===== src/rtl/spi_buffer_tx.sv =====
// spi_buffer_tx: streams bytes out of the read port of a block RAM buffer as an
// SPI mode-0 master transmitter (CPOL=0, CPHA=0), MSB first.
//
// The first byte is fetched and loaded before SCK starts. Every later byte is
// prefetched into a hold register while the current byte shifts, so SCK keeps
// a constant period across byte boundaries.
//
// Optional feature, enabled by defining SPI_TX_CRC16_EN: adds the AppendCrc
// input and a CRC16-CCITT (poly 0x1021, init 0) over the payload bits. The CRC
// is sent MSB first directly after the payload when AppendCrc was set at Start.
//
// Ports:
//   Clk, Reset        clock; synchronous active-high reset
//   Start             one-cycle request, accepted only when idle
//   StartAddr, Length first address and byte count (0 = 2^ADDR_W), latched at Start
//   ClkDiv            SCK half-period minus one, in Clk cycles, latched at Start
//   AppendCrc         (SPI_TX_CRC16_EN only) append CRC16 after the payload
//   Busy, Done        transfer in progress / one-cycle end pulse
//   BufReadEnable     buffer read strobe; data returns one cycle later
//   BufReadAddr       buffer read address
//   BufReadData       buffer read data
//   SpiSck, SpiMosi   SPI clock (idle low) and data out (idle high)
module spi_buffer_tx #(
  parameter int unsigned ADDR_W = 11,
  parameter int unsigned DIV_W  = 8
) (
  input  logic              Clk,
  input  logic              Reset,
  input  logic              Start,
  input  logic [ADDR_W-1:0] StartAddr,
  input  logic [ADDR_W-1:0] Length,
  input  logic [DIV_W-1:0]  ClkDiv,
`ifdef SPI_TX_CRC16_EN
  input  logic              AppendCrc,
`endif
  output logic              Busy,
  output logic              Done,
  output logic              BufReadEnable,
  output logic [ADDR_W-1:0] BufReadAddr,
  input  logic [7:0]        BufReadData,
  output logic              SpiSck,
  output logic              SpiMosi
);

  localparam int unsigned     CntW      = ADDR_W + 1;
  localparam logic [CntW-1:0] FullCount = CntW'(1) << ADDR_W;

  typedef enum logic [2:0] {
    StIdle,
    StFetch,
    StLoad,
    StShift,
    StCrc,
    StDone
  } state_e;

  state_e            state_q, state_d;
  logic [ADDR_W-1:0] addr_q, addr_d;
  logic              ren_q, ren_d;
  logic              ren_dly_q;
  logic [7:0]        hold_q;
  // Bytes still to be loaded into the shifter after the one currently shifting.
  logic [CntW-1:0]   rem_q, rem_d;
  logic [DIV_W-1:0]  div_lat_q, div_lat_d;
  logic [DIV_W-1:0]  div_q, div_d;
  logic              sck_q, sck_d;
  logic              mosi_q, mosi_d;
  // Bits of the current byte not yet on MOSI; MOSI itself holds the bit on the line.
  logic [6:0]        shift_q, shift_d;
  logic [3:0]        bit_q, bit_d;
  // One closing cycle with SCK low after the final bit, before DONE.
  logic              tail_q, tail_d;
`ifdef SPI_TX_CRC16_EN
  logic [15:0]       crc_q, crc_d;
  logic              crc_en_q, crc_en_d;
`endif

  always_comb begin
    state_d   = state_q;
    addr_d    = addr_q;
    ren_d     = 1'b0;
    rem_d     = rem_q;
    div_lat_d = div_lat_q;
    div_d     = div_q;
    sck_d     = sck_q;
    mosi_d    = mosi_q;
    shift_d   = shift_q;
    bit_d     = bit_q;
    tail_d    = tail_q;
`ifdef SPI_TX_CRC16_EN
    crc_d     = crc_q;
    crc_en_d  = crc_en_q;
`endif

    unique case (state_q)
      StIdle: begin
        if (Start) begin
          state_d   = StFetch;
          addr_d    = StartAddr;
          ren_d     = 1'b1;
          rem_d     = (Length == '0) ? FullCount : CntW'(Length);
          div_lat_d = ClkDiv;
`ifdef SPI_TX_CRC16_EN
          crc_d     = '0;
          crc_en_d  = AppendCrc;
`endif
        end
      end

      StFetch: state_d = StLoad;

      StLoad: begin
        state_d = StShift;
        shift_d = BufReadData[6:0];
        mosi_d  = BufReadData[7];
        bit_d   = 4'd7;
        sck_d   = 1'b0;
        div_d   = div_lat_q;
        tail_d  = 1'b0;
        rem_d   = rem_q - CntW'(1);
        if (rem_q > CntW'(1)) begin
          ren_d  = 1'b1;
          addr_d = addr_q + ADDR_W'(1);
        end
      end

      StShift, StCrc: begin
        if (tail_q) begin
          state_d = StDone;
          mosi_d  = 1'b1;
          tail_d  = 1'b0;
        end else if (div_q != '0) begin
          div_d = div_q - DIV_W'(1);
        end else begin
          div_d = div_lat_q;
          if (!sck_q) begin
            sck_d = 1'b1;
`ifdef SPI_TX_CRC16_EN
            // Fold each payload bit into the CRC as it is clocked out.
            if (state_q == StShift) begin
              crc_d = {crc_q[14:0], 1'b0} ^ ((crc_q[15] ^ mosi_q) ? 16'h1021 : 16'h0000);
            end
`endif
          end else begin
            sck_d = 1'b0;
            if (bit_q != 4'd0) begin
              bit_d = bit_q - 4'd1;
`ifdef SPI_TX_CRC16_EN
              if (state_q == StCrc) begin
                crc_d  = {crc_q[14:0], 1'b0};
                mosi_d = crc_q[14];
              end else begin
                shift_d = {shift_q[5:0], 1'b0};
                mosi_d  = shift_q[6];
              end
`else
              shift_d = {shift_q[5:0], 1'b0};
              mosi_d  = shift_q[6];
`endif
            end else if (rem_q != '0) begin
              // Byte boundary: next byte's MSB goes out on this same SCK fall.
              shift_d = hold_q[6:0];
              mosi_d  = hold_q[7];
              bit_d   = 4'd7;
              rem_d   = rem_q - CntW'(1);
              if (rem_q > CntW'(1)) begin
                ren_d  = 1'b1;
                addr_d = addr_q + ADDR_W'(1);
              end
            end
`ifdef SPI_TX_CRC16_EN
            else if (state_q == StShift && crc_en_q) begin
              state_d = StCrc;
              mosi_d  = crc_q[15];
              bit_d   = 4'd15;
            end
`endif
            else begin
              tail_d = 1'b1;
            end
          end
        end
      end

      StDone: state_d = StIdle;

      default: state_d = StIdle;
    endcase
  end

  always_ff @(posedge Clk) begin
    if (Reset) begin
      state_q   <= StIdle;
      addr_q    <= '0;
      ren_q     <= 1'b0;
      ren_dly_q <= 1'b0;
      rem_q     <= '0;
      div_lat_q <= '0;
      div_q     <= '0;
      sck_q     <= 1'b0;
      mosi_q    <= 1'b1;
      shift_q   <= '0;
      bit_q     <= '0;
      tail_q    <= 1'b0;
    end else begin
      state_q   <= state_d;
      addr_q    <= addr_d;
      ren_q     <= ren_d;
      ren_dly_q <= ren_q;
      rem_q     <= rem_d;
      div_lat_q <= div_lat_d;
      div_q     <= div_d;
      sck_q     <= sck_d;
      mosi_q    <= mosi_d;
      shift_q   <= shift_d;
      bit_q     <= bit_d;
      tail_q    <= tail_d;
    end
  end

`ifdef SPI_TX_CRC16_EN
  always_ff @(posedge Clk) begin
    if (Reset) begin
      crc_q    <= '0;
      crc_en_q <= 1'b0;
    end else begin
      crc_q    <= crc_d;
      crc_en_q <= crc_en_d;
    end
  end
`endif

  // Capture every returning read; the shifter only consumes it at a byte boundary.
  always_ff @(posedge Clk) begin
    if (ren_dly_q) begin
      hold_q <= BufReadData;
    end
  end

  assign Busy          = (state_q == StFetch) || (state_q == StLoad) ||
                         (state_q == StShift) || (state_q == StCrc);
  assign Done          = (state_q == StDone);
  assign BufReadEnable = ren_q;
  assign BufReadAddr   = addr_q;
  assign SpiSck        = sck_q;
  assign SpiMosi       = mosi_q;

endmodule


===== config.mk =====
export PLATFORM = sky130hd
export DESIGN_NAME = spi_buffer_tx
export DESIGN_NICKNAME = d
export VERILOG_FILES = /design/src/rtl/spi_buffer_tx.sv
export SDC_FILE = /design/constraint.sdc
export NUM_CORES = 1
export LEC_CHECK = 0
export CORE_UTILIZATION = 55
export DETAILED_ROUTE_END_ITERATION = 8
export GPL_TIMING_DRIVEN = 0
export PLACE_DENSITY = 0.88
export RECOVER_POWER = 100
export SYNTH_ARGS = -nofsm -noshare
export SYNTH_HDL_FRONTEND = slang
export SYNTH_SLANG_ARGS = --single-unit

===== constraint.sdc =====
create_clock -name Clk -period 4.28 [get_ports Clk]
set_input_delay 0.642 -clock Clk [delete_from_list [all_inputs] [get_ports Clk]]
set_output_delay 0.642 -clock Clk [all_outputs]
set_load 0.01 [all_outputs]

== Word level (Yosys, flattened, before mapping) ==
Index checks and enable logic that the tools add are counted.
Widths: inputs -> output; s select.

* Order comparisons: 1
* Reduce and logical (&&, ||, !) cells: 18
* Equal/unequal tests: 16
* Multiply operators: 0
* Muxes and demuxes: 58
* Bitwise gates (word level): 0
* Shifts and indexed selects: 0
* $add $sub $neg: 4
* Div/mod/pow operators: 0

{| class="wikitable"
|+ Operators with widths
! kind !! number
|-
| $mux 12 || 7
|-
| $mux 11 || 7
|-
| $pmux 12 s3 || 1
|-
| $mux 7 || 5
|-
| $pmux 11 s3 || 1
|-
| $mux 1 || 20
|-
| $mux 4 || 5
|-
| $mux 8 || 2
|-
| $pmux 8 s2 || 1
|-
| $ne 2x2->1 const B || 7
|-
| $pmux 7 s2 || 1
|-
| $gt 12x1->1 const B || 1
|-
| $pmux 3 s4 || 1
|-
| $reduce_bool 12->1 || 1
|-
| $sub 12x1->12 const B || 1
|-
| $add 11x1->11 const B || 1
|-
| $logic_not 11->1 || 1
|-
| $ne 3x3->1 const B || 3
|-
| $pmux 4 s2 || 1
|-
| $reduce_bool 8->1 || 1
|-
| $sub 8x1->8 const B || 1
|-
| $reduce_and 7->1 || 1
|-
| $eq 3x2->1 const B || 2
|-
| $eq 3x3->1 const B || 2
|-
| 16 further kinds || 23
|}

* Logic and storage cells: 110
* Output and inout port bits: 16
* Flip-flop bits (word level): 66
* RAM bits: 0
* Memories: 0
* ROM bits: 0
* Latch bits: 0
* Input bits: 41

== Longest topological paths before layout ==
Gate-level depths: netlist (run 1).

* Word-level depth: 8
* Gate-level depth with buffers: 10
* Depth with buffers taken out: 7

== Least setup slack after synthesis (run 1) ==
Ideal clock, no wire load.

* Path kind: register to register
* Start point: register bit_q[0]
* End point: register addr_q[8] (netlist: BufReadAddr[8])
* Slack: 1.855 ns
* Data arrival time: 2.287 ns
* Stages on the path, launching flop included: 11
* Required time: 4.141 ns
* Setup time: 0.139 ns
* Path through: dfxtp_1 -> inv_1 -> ha_1 -> or3b_1 -> clkbuf_1 -> or3_4 -> a2bb2o_4 -> buf_6 -> buf_2 -> o311ai_0 -> o31ai_1

* Longest elaborated chain between the ends: 3

{| class="wikitable"
|+ Ends and longest elaborated chain
! element !! RTL line !! text
|-
| start, declared || 70 || <nowiki>logic [3:0] bit_q, bit_d;</nowiki>
|-
| start signal, assigned || 216 || <nowiki>bit_q <= bit_d;</nowiki>
|-
| $reduce_bool 4->1 || 146 || <nowiki>if (bit_q != 4'd0) begin</nowiki>
|-
| $ne 2x2->1 (no line) || -- ||
|-
| $reduce_and 7->1 (no line) || -- ||
|-
| end signal, assigned || 207 || <nowiki>addr_q <= addr_d;</nowiki>
|-
| end, declared || 58 || <nowiki>logic [ADDR_W-1:0] addr_q, addr_d;</nowiki>
|}

No other way between the ends.
A chain may end at the register's enable or synchronous reset.

== Worst setup path after layout (run 1) ==
* Start point: register bit_q[0]
* End point: register shift_q[5]

* Longest elaborated chain between the ends: 6
* Elaborated cells between the ends (all ways): 8

{| class="wikitable"
|+ Ends and longest elaborated chain
! element !! RTL line !! text
|-
| $reduce_bool 4->1 (*) || 146 ||
|-
| $mux 7 || 146 ||
|-
| $mux 7 || 136 || <nowiki>if (!sck_q) begin</nowiki>
|-
| $mux 7 || 132 || <nowiki>end else if (div_q != '0) begin</nowiki>
|-
| $mux 7 || 128 || <nowiki>if (tail_q) begin</nowiki>
|-
| $pmux 7 s2 || 95 || <nowiki>unique case (state_q)</nowiki>
|-
| end signal, assigned || 215 || <nowiki>shift_q <= shift_d;</nowiki>
|-
| end, declared || 69 || <nowiki>logic [6:0] shift_q, shift_d;</nowiki>
|}

Every way passes the cells marked *; elsewhere a longest branch is shown, timed or not. The select of a mux whose other input is x is not followed.

==> metrics, run 1 <==
Final WS setup 1.136 ns; initial drt markers between 400 and 500; clk sink count 66; vias post-DR about 4100; Max VDD drop 0.3011 mV; number of global-route vias before repair roughly 3700; main area contributors after synthesis dfxtp_1 (32%), a21oi_1 (6.5%), edfxtp_1 (6.5%); Post-synth EDFFs 8; Hold WC Path Type flip-flop to flip-flop; Pre-antenna DRT Iters 7; Final GP Congestion 0.9222; r2r setup slk 1.14 ns; Clock Skew just over 0.008 ns; cts hold-fix bufs 0; Reg area between 0.001 and 0.0015 mm2; Die Y 83.80 um; share of layout cells above drive strength 1 ~4.5%; Final #Nets ~580; PostCTS Resize Cnt 0; Die W about 84 um; clock tree from TritonCTS yes; Root Buffer clkbuf_8; Setup crit start bit_q[0]$_SDFFE_PP0P_; pre-CTS setup slack between 1 and 1.5 ns; Synth Cell Area 0.003680 mm2; Seq/Total Area, Yosys a little under two fifths; Synth warnings 0; core area 0.006386 mm2; Skew-Pair Late Insertion Delay between 0.3 and 0.4 ns; max cap viols 0; Static Leak roughly 1.6 nW; Setup Viol. Count Final 0; Slew Limit Fails 0; Tcrit/Tclk final about three quarters; multi-input logic area about 0.0021 mm2; total CTS buffers 9; endpoint class of the critical path flip-flop; Slew HR approximately 14%; starting density of the core between 50% and 60%; #FFs+latches synth 66; reg2reg end shift_q[5]$_SDFFE_PP0P_; Routed Wire Length between 10000 and 15000 um; setup repair bufs after CTS 0; clock tree buffer depth 2; first-pass GRT wire length 18110 um; per-cell routed wire length approximately 18 um; Buffers on Ports 55; clock period minus final worst setup slack approximately 3.1 ns; Power Density 389.8 mW/mm2; async set-reset flop share out of synthesis 0%; crit-path cells inv_1 > ha_1 > nor3b_1 > nand4_1 > nor2_1 > clkbuf_1 > o21ai_0 > a21oi_1; status finished clean; initial antenna violation count 0; Critical Path AT approximately 3.4 ns; Post-Syn Instances ~470; cell taking the most area after synthesis dfxtp_1; floorplan row count 29; crit-path max FO 10; Congestion Overflow GR 0; Setup TNS 0 ns; Post-Syn Nets between 500 and 600; largest net degree at the start of global routing 12; final hold vios 0; total die area between 0.007 and 0.008 mm2; H-tree depth 3; ant diodes 0; Reg-to-Reg Start bit_q[0]$_SDFFE_PP0P_; Synth top area share a little under a third; crit path to shift_q[5]$_SDFFE_PP0P_; DRC viols 0; most common cell in the synthesized netlist nand2_1; CP required 4.57 ns; I/O pin count between 50 and 60; Setup crit start kind flip-flop; Primary FF master, synth dfxtp_1; number of routed nets with antenna violations 0; hpwl dp just under 8000 um; syn_area_per_cell about 7.9 um2; RSZ-0062 raised after global routing false; worst setup path class flip-flop to flip-flop; total global routing track utilization 32.22%; clock-pin slew on the worst setup and hold paths around 0.08 ns; Slowest cell on crit path nor3b_1; Post-synth top cells nand2_1 (59), dfxtp_1 (58), a21oi_1 (48); Fill cells ~540; Cell variety after synth 58; Worst Max-Slew Pin Slew ~1.3 ns; CP max stage delay roughly 0.90 ns; Via density 6.612; FF-to-FF path depth 8; Area Overhead vs Synth 23.43%; Max Clk Rate 318.0 MHz
[where the power goes]
part / total, mW / switching, mW / internal [mW]
Clock: 0.627 / 0.250 / 0.377
Combinational: 0.421 / 0.249 / 0.172
Sequential: 0.723 / 0.0474 / 0.675
[worst min-delay path by stage]
stage,startpoint,to,slack (ns),cells past startpoint
finish,div_lat_q[4]$_SDFFE_PP0P_,div_lat_q[4]$_SDFFE_PP0P_,0.46,2
global route,BufReadEnable$_SDFF_PP0_,ren_dly_q$_SDFF_PP0_,0.47,1
CTS,div_lat_q[4]$_SDFFE_PP0P_,div_lat_q[4]$_SDFFE_PP0P_,0.46,2
detailed placement,div_lat_q[4]$_SDFFE_PP0P_,div_lat_q[4]$_SDFFE_PP0P_,0.45,2
global placement,div_lat_q[4]$_SDFFE_PP0P_,div_lat_q[4]$_SDFFE_PP0P_,0.44,2
floorplan,div_lat_q[4]$_SDFFE_PP0P_,div_lat_q[4]$_SDFFE_PP0P_,0.43,2
[cell usage in the layout, fill, tap and decap left out, types with 13 or more instances in the layout]
master and count:
nor3_1 15, clkbuf_1 32, nand3_1 13, o21ai_0 25
dlygate4sd3_1 25, a21oi_1 48, nor2_1 47, dfxtp_1 58
clkdlybuf4s50_1 30, nand2_1 59
[through the flow]
step / area [um2] / utilization, % / hold slack [ns] / power (mW) / cells
floorplan: 3680 / - / 0.4332 / 0.9930 / 466
global placement: 4327 / 67.75 / 0.4421 / 1.137 / 598
detailed placement: 4327 / 67.75 / 0.4465 / 1.152 / 598
CTS: 4559 / 71.40 / 0.4563 / 1.768 / 614
global route: 4542 / 71.12 / 0.4738 / 1.835 / 614
finish: 4542 / 71.12 / 0.4550 / 1.770 / 614
[final cells by class]
type | count | share of cell area [%]
flip-flops and latches | 66 | 30.85
multi-input cells | 355 | 45.78
clock buffers | 14 | 3.802
plain buffers | 35 | 3.168
inverters | 10 | 0.8264
repair buffers | 55 | 12.12
well taps | 77 | 2.121
clock inverters | 2 | 1.322
[logic make-up after synthesis]
family | Yosys count | share of synthesized area, %
AO/OA/AOI/OAI | 148 | 26.79
XOR/XNOR | 1 | 0.2381
adder cells (fa/ha/maj) | 6 | 2.040
buffers and inverters | 45 | 4.998
flip-flops | 66 | 38.08
multiplexers | 3 | 0.8501
AND/OR/NAND/NOR | 197 | 27.00
[state kept, by name, indices dropped and copies added (netlist names)]
signal         flops
BufReadAddr       11
shift_q            7
state_q            3
SpiSck             1
bit_q              4
BufReadEnable      1
SpiMosi            1
rem_q             12
div_q              8
hold_q             8
ren_dly_q          1
tail_q             1
div_lat_q          8
[critical path, delay by kind of cell (launching register included)]
family	cells	cell delay [ns]
AO/OA/AOI/OAI	2	0.32
buffers and inverters	2	0.47
flip-flops	1	0.32
adder cells (fa/ha/maj)	1	0.21
AND/OR/NAND/NOR	3	1.74
[routing by layer]
layer,vias up,global-route usage (%),routed length [um]
met2,249,50.18,5191
met5,-,0,0
li1,1890,-,-
met4,0,12.79,297
met3,36,6.726,1154
met1,1885,43.73,4549
Note: power is estimated with default switching activity, not from simulation.
==> run 2, diff against run 1 <==
--- a/config.mk
+++ b/config.mk
@@ -5,10 +5,10 @@
 export SDC_FILE = /design/constraint.sdc
 export NUM_CORES = 1
 export LEC_CHECK = 0
-export CORE_UTILIZATION = 55
+export CORE_UTILIZATION = 54
 export DETAILED_ROUTE_END_ITERATION = 8
 export GPL_TIMING_DRIVEN = 0
-export PLACE_DENSITY = 0.88
+export PLACE_DENSITY = 0.87
 export RECOVER_POWER = 100
 export SYNTH_ARGS = -nofsm -noshare
 export SYNTH_HDL_FRONTEND = slang
==> constraint.sdc (replaced) <==
create_clock -name Clk -period 3.2 [get_ports Clk]
set_input_delay 0.48 -clock Clk [delete_from_list [all_inputs] [get_ports Clk]]
set_output_delay 0.48 -clock Clk [all_outputs]
set_load 0.01 [all_outputs]
==> run 2 against run 1 <==
  * The run now ends with DRC left
  * Clock power is 13% higher
  * Highest routed layer unchanged
  * Flip-flop and latch count stayed put
  * Largest power group unchanged
  * Setup slack worse by 0.90 ns
  * Sequential power is 34% higher
==> metrics, run 2 (synthesis gave the netlist of run 1 again) <==
worst hold start div_lat_q[4]$_SDFFE_PP0P_ (unchanged); clock tree buffer depth 2 (unchanged); Slew HR 39.23% (was 14.12%); hold depth 2 (unchanged); number of global-route vias before repair 3905 (was 3727); Setup TNS 0 ns (unchanged); Min Hold Slack 0.4545 ns (was 0.4550 ns); Routed Wire Length 11040 um (was 11190 um); CP required 3.40 ns (was 4.57 ns); Setup crit start kind flip-flop (unchanged); clock period minus final worst setup slack 2.967 ns (was 3.144 ns); Pre-antenna DRT Iters 7 (unchanged); pre-CTS setup slack 0.03753 ns (was 1.190 ns); Static Leak 1.612 nW (was 1.631 nW); worst setup path class flip-flop to flip-flop (unchanged); vias post-DR 4076 (was 4060); final hold vios 0 (unchanged); total CTS buffers 9 (unchanged); cts hold-fix bufs 0 (unchanged); Placed Area 0.004327 mm2 (unchanged); Tcrit/Tclk final 92.70% (was 73.46%); ant diodes 0 (unchanged); hpwl dp 7585 um (was 7718 um); Worst Hold Path EP div_lat_q[4]$_SDFFE_PP0P_ (unchanged); Slew Limit Fails 0 (unchanged); Congestion Overflow GR 0 (unchanged); clock tree from TritonCTS yes (unchanged); commonest non-fill, non-tap cells in the layout nand2_1 (59), dfxtp_1 (58), a21oi_1 (48) (unchanged); DRC viols 2 (was 0); Setup Viol. Count Final 0 (unchanged); initial drt markers 578 (was 459); reg2reg end BufReadAddr[7]$_SDFFE_PP0P_ (was shift_q[5]$_SDFFE_PP0P_); Largest register FFs 12 (unchanged); Root Buffer clkbuf_8 (unchanged); starting density of the core 56.97% (was 57.62%); Fill cells 526 (was 535); crit-path max FO 10 (unchanged); commonest non-fill, non-tap cell in the layout nand2_1 (unchanged); clk sink count 66 (unchanged); Final #Nets 579 (unchanged); Critical Path AT 3.17 ns (was 3.43 ns); Die W 84.55 um (was 83.80 um); first-pass GRT wire length 18240 um (was 18110 um); total die area 0.007149 mm2 (was 0.007022 mm2); Final WS setup 0.2335 ns (was 1.136 ns); per-cell routed wire length 17.98 um (was 18.23 um); Reg-to-Reg Start bit_q[0]$_SDFFE_PP0P_ (unchanged); Max Clk Rate 337.1 MHz (was 318.0 MHz); Buffers on Ports 55 (unchanged); FF-to-FF path depth 10 (was 8); endpoint class of the critical path flip-flop (unchanged); post-route design area 0.004511 mm2 (was 0.004542 mm2); I/O pin count 57 (unchanged); core area 0.006459 mm2 (was 0.006386 mm2); initial antenna violation count 0 (unchanged); Die Y 84.55 um (was 83.80 um); Max VDD drop 0.3402 mV (was 0.3011 mV); Final GP Congestion 0.9012 (was 0.9222); Area Overhead vs Synth 22.58% (was 23.43%); status finished with violations (was finished clean); max cap viols 0 (unchanged); Post-Route Utilization 69.84% (was 71.12%); failing checks DRC; RSZ-0062 raised after global routing false (unchanged); Power Density 495.9 mW/mm2 (was 389.8 mW/mm2); Biggest register rem_q (unchanged); r2r setup slk 0.23 ns (was 1.14 ns); clock-pin slew on the worst setup and hold paths 0.07 ns (was 0.08 ns); total global routing track utilization 31.80% (was 32.22%); Hold WC Path Type flip-flop to flip-flop (unchanged); share of layout cells above drive strength 1 4.655% (was 4.469%); floorplan row count 29 (unchanged); Worst Max-Slew Pin Slew 0.9115 ns (was 1.275 ns); H-tree depth 3 (unchanged); Clock Skew 0.01057 ns (was 0.008123 ns); Via density 6.638 (was 6.612); largest net degree at the start of global routing 12 (unchanged); Skew-Pair Late Insertion Delay 0.35 ns (was 0.36 ns); number of routed nets with antenna violations 0 (unchanged)
run 2: critical path, cell delays in order, from the launching register on:
cell,delay (ns)
dfxtp_1,0.32
inv_1,0.09
ha_1,0.20
or3b_1,0.35
clkbuf_1,0.22
or3_1,0.39
a2bb2o_1,0.32
buf_6,0.15
clkbuf_2,0.22
o311ai_0,0.43
o31ai_1,0.13
run 2: worst max-delay path by stage:
stage / cells past startpoint / start / to
6_report: 10 / bit_q[0]$_SDFFE_PP0P_ / BufReadAddr[7]$_SDFFE_PP0P_
5_1_grt: 8 / state_q[2]$_SDFFE_PP0P_ / rem_q[4]$_SDFFE_PP0P_
4_1_cts: 8 / bit_q[0]$_SDFFE_PP0P_ / BufReadAddr[10]$_SDFFE_PP0P_
3_5_place_dp: 8 / bit_q[0]$_SDFFE_PP0P_ / bit_q[0]$_SDFFE_PP0P_
3_3_place_gp: 8 / bit_q[0]$_SDFFE_PP0P_ / bit_q[0]$_SDFFE_PP0P_
2_1_floorplan: 10 / bit_q[0]$_SDFFE_PP0P_ / BufReadAddr[8]$_SDFFE_PP0P_
run 2: cell type report:
type / count / area, um2 / area share [%]
multi-input cells: 355 / 2085 / 46.21
flip-flops and latches: 66 / 1401 / 31.07
repair buffers: 55 / 550.5 / 12.21
clock buffers: 12 / 145.1 / 3.218
plain buffers: 35 / 143.9 / 3.190
well taps: 77 / 96.34 / 2.136
clock inverters: 4 / 51.30 / 1.137
inverters: 10 / 37.54 / 0.8322
run 2: routing by layer:
metal | global-route usage [%] | vias to the layer above | wire, um
met5 | 0 | - | 0
met4 | 13.25 | 0 | 368
li1 | - | 1885 | -
met2 | 50.55 | 269 | 5072
met1 | 41.33 | 1874 | 4497
met3 | 7.965 | 48 | 1101
run 2: per-stage QoR:
| step | power [mW] | std cells |
|---|---|---|
| 2_1_floorplan | 1.328 | 466 |
| 3_3_place_gp | 1.522 | 598 |
| 3_5_place_dp | 1.540 | 598 |
| 4_1_cts | 2.234 | 614 |
| 5_1_grt | 2.333 | 614 |
| 6_report | 2.237 | 614 |
run 2: repair_timing:
item	4_1_cts	5_1_grt
setup endpoints to repair	2	0
gates resized for setup	1	0
buffers inserted	0	0
run 2: report_power, final:
| group | internal (mW) | total, mW | switching, mW |
|---|---|---|---|
| logic | 0.230 | 0.562 | 0.332 |
| registers | 0.903 | 0.967 | 0.0639 |
| clock network | 0.382 | 0.707 | 0.325 |
| total | 1.52 | 2.24 | 0.721 |
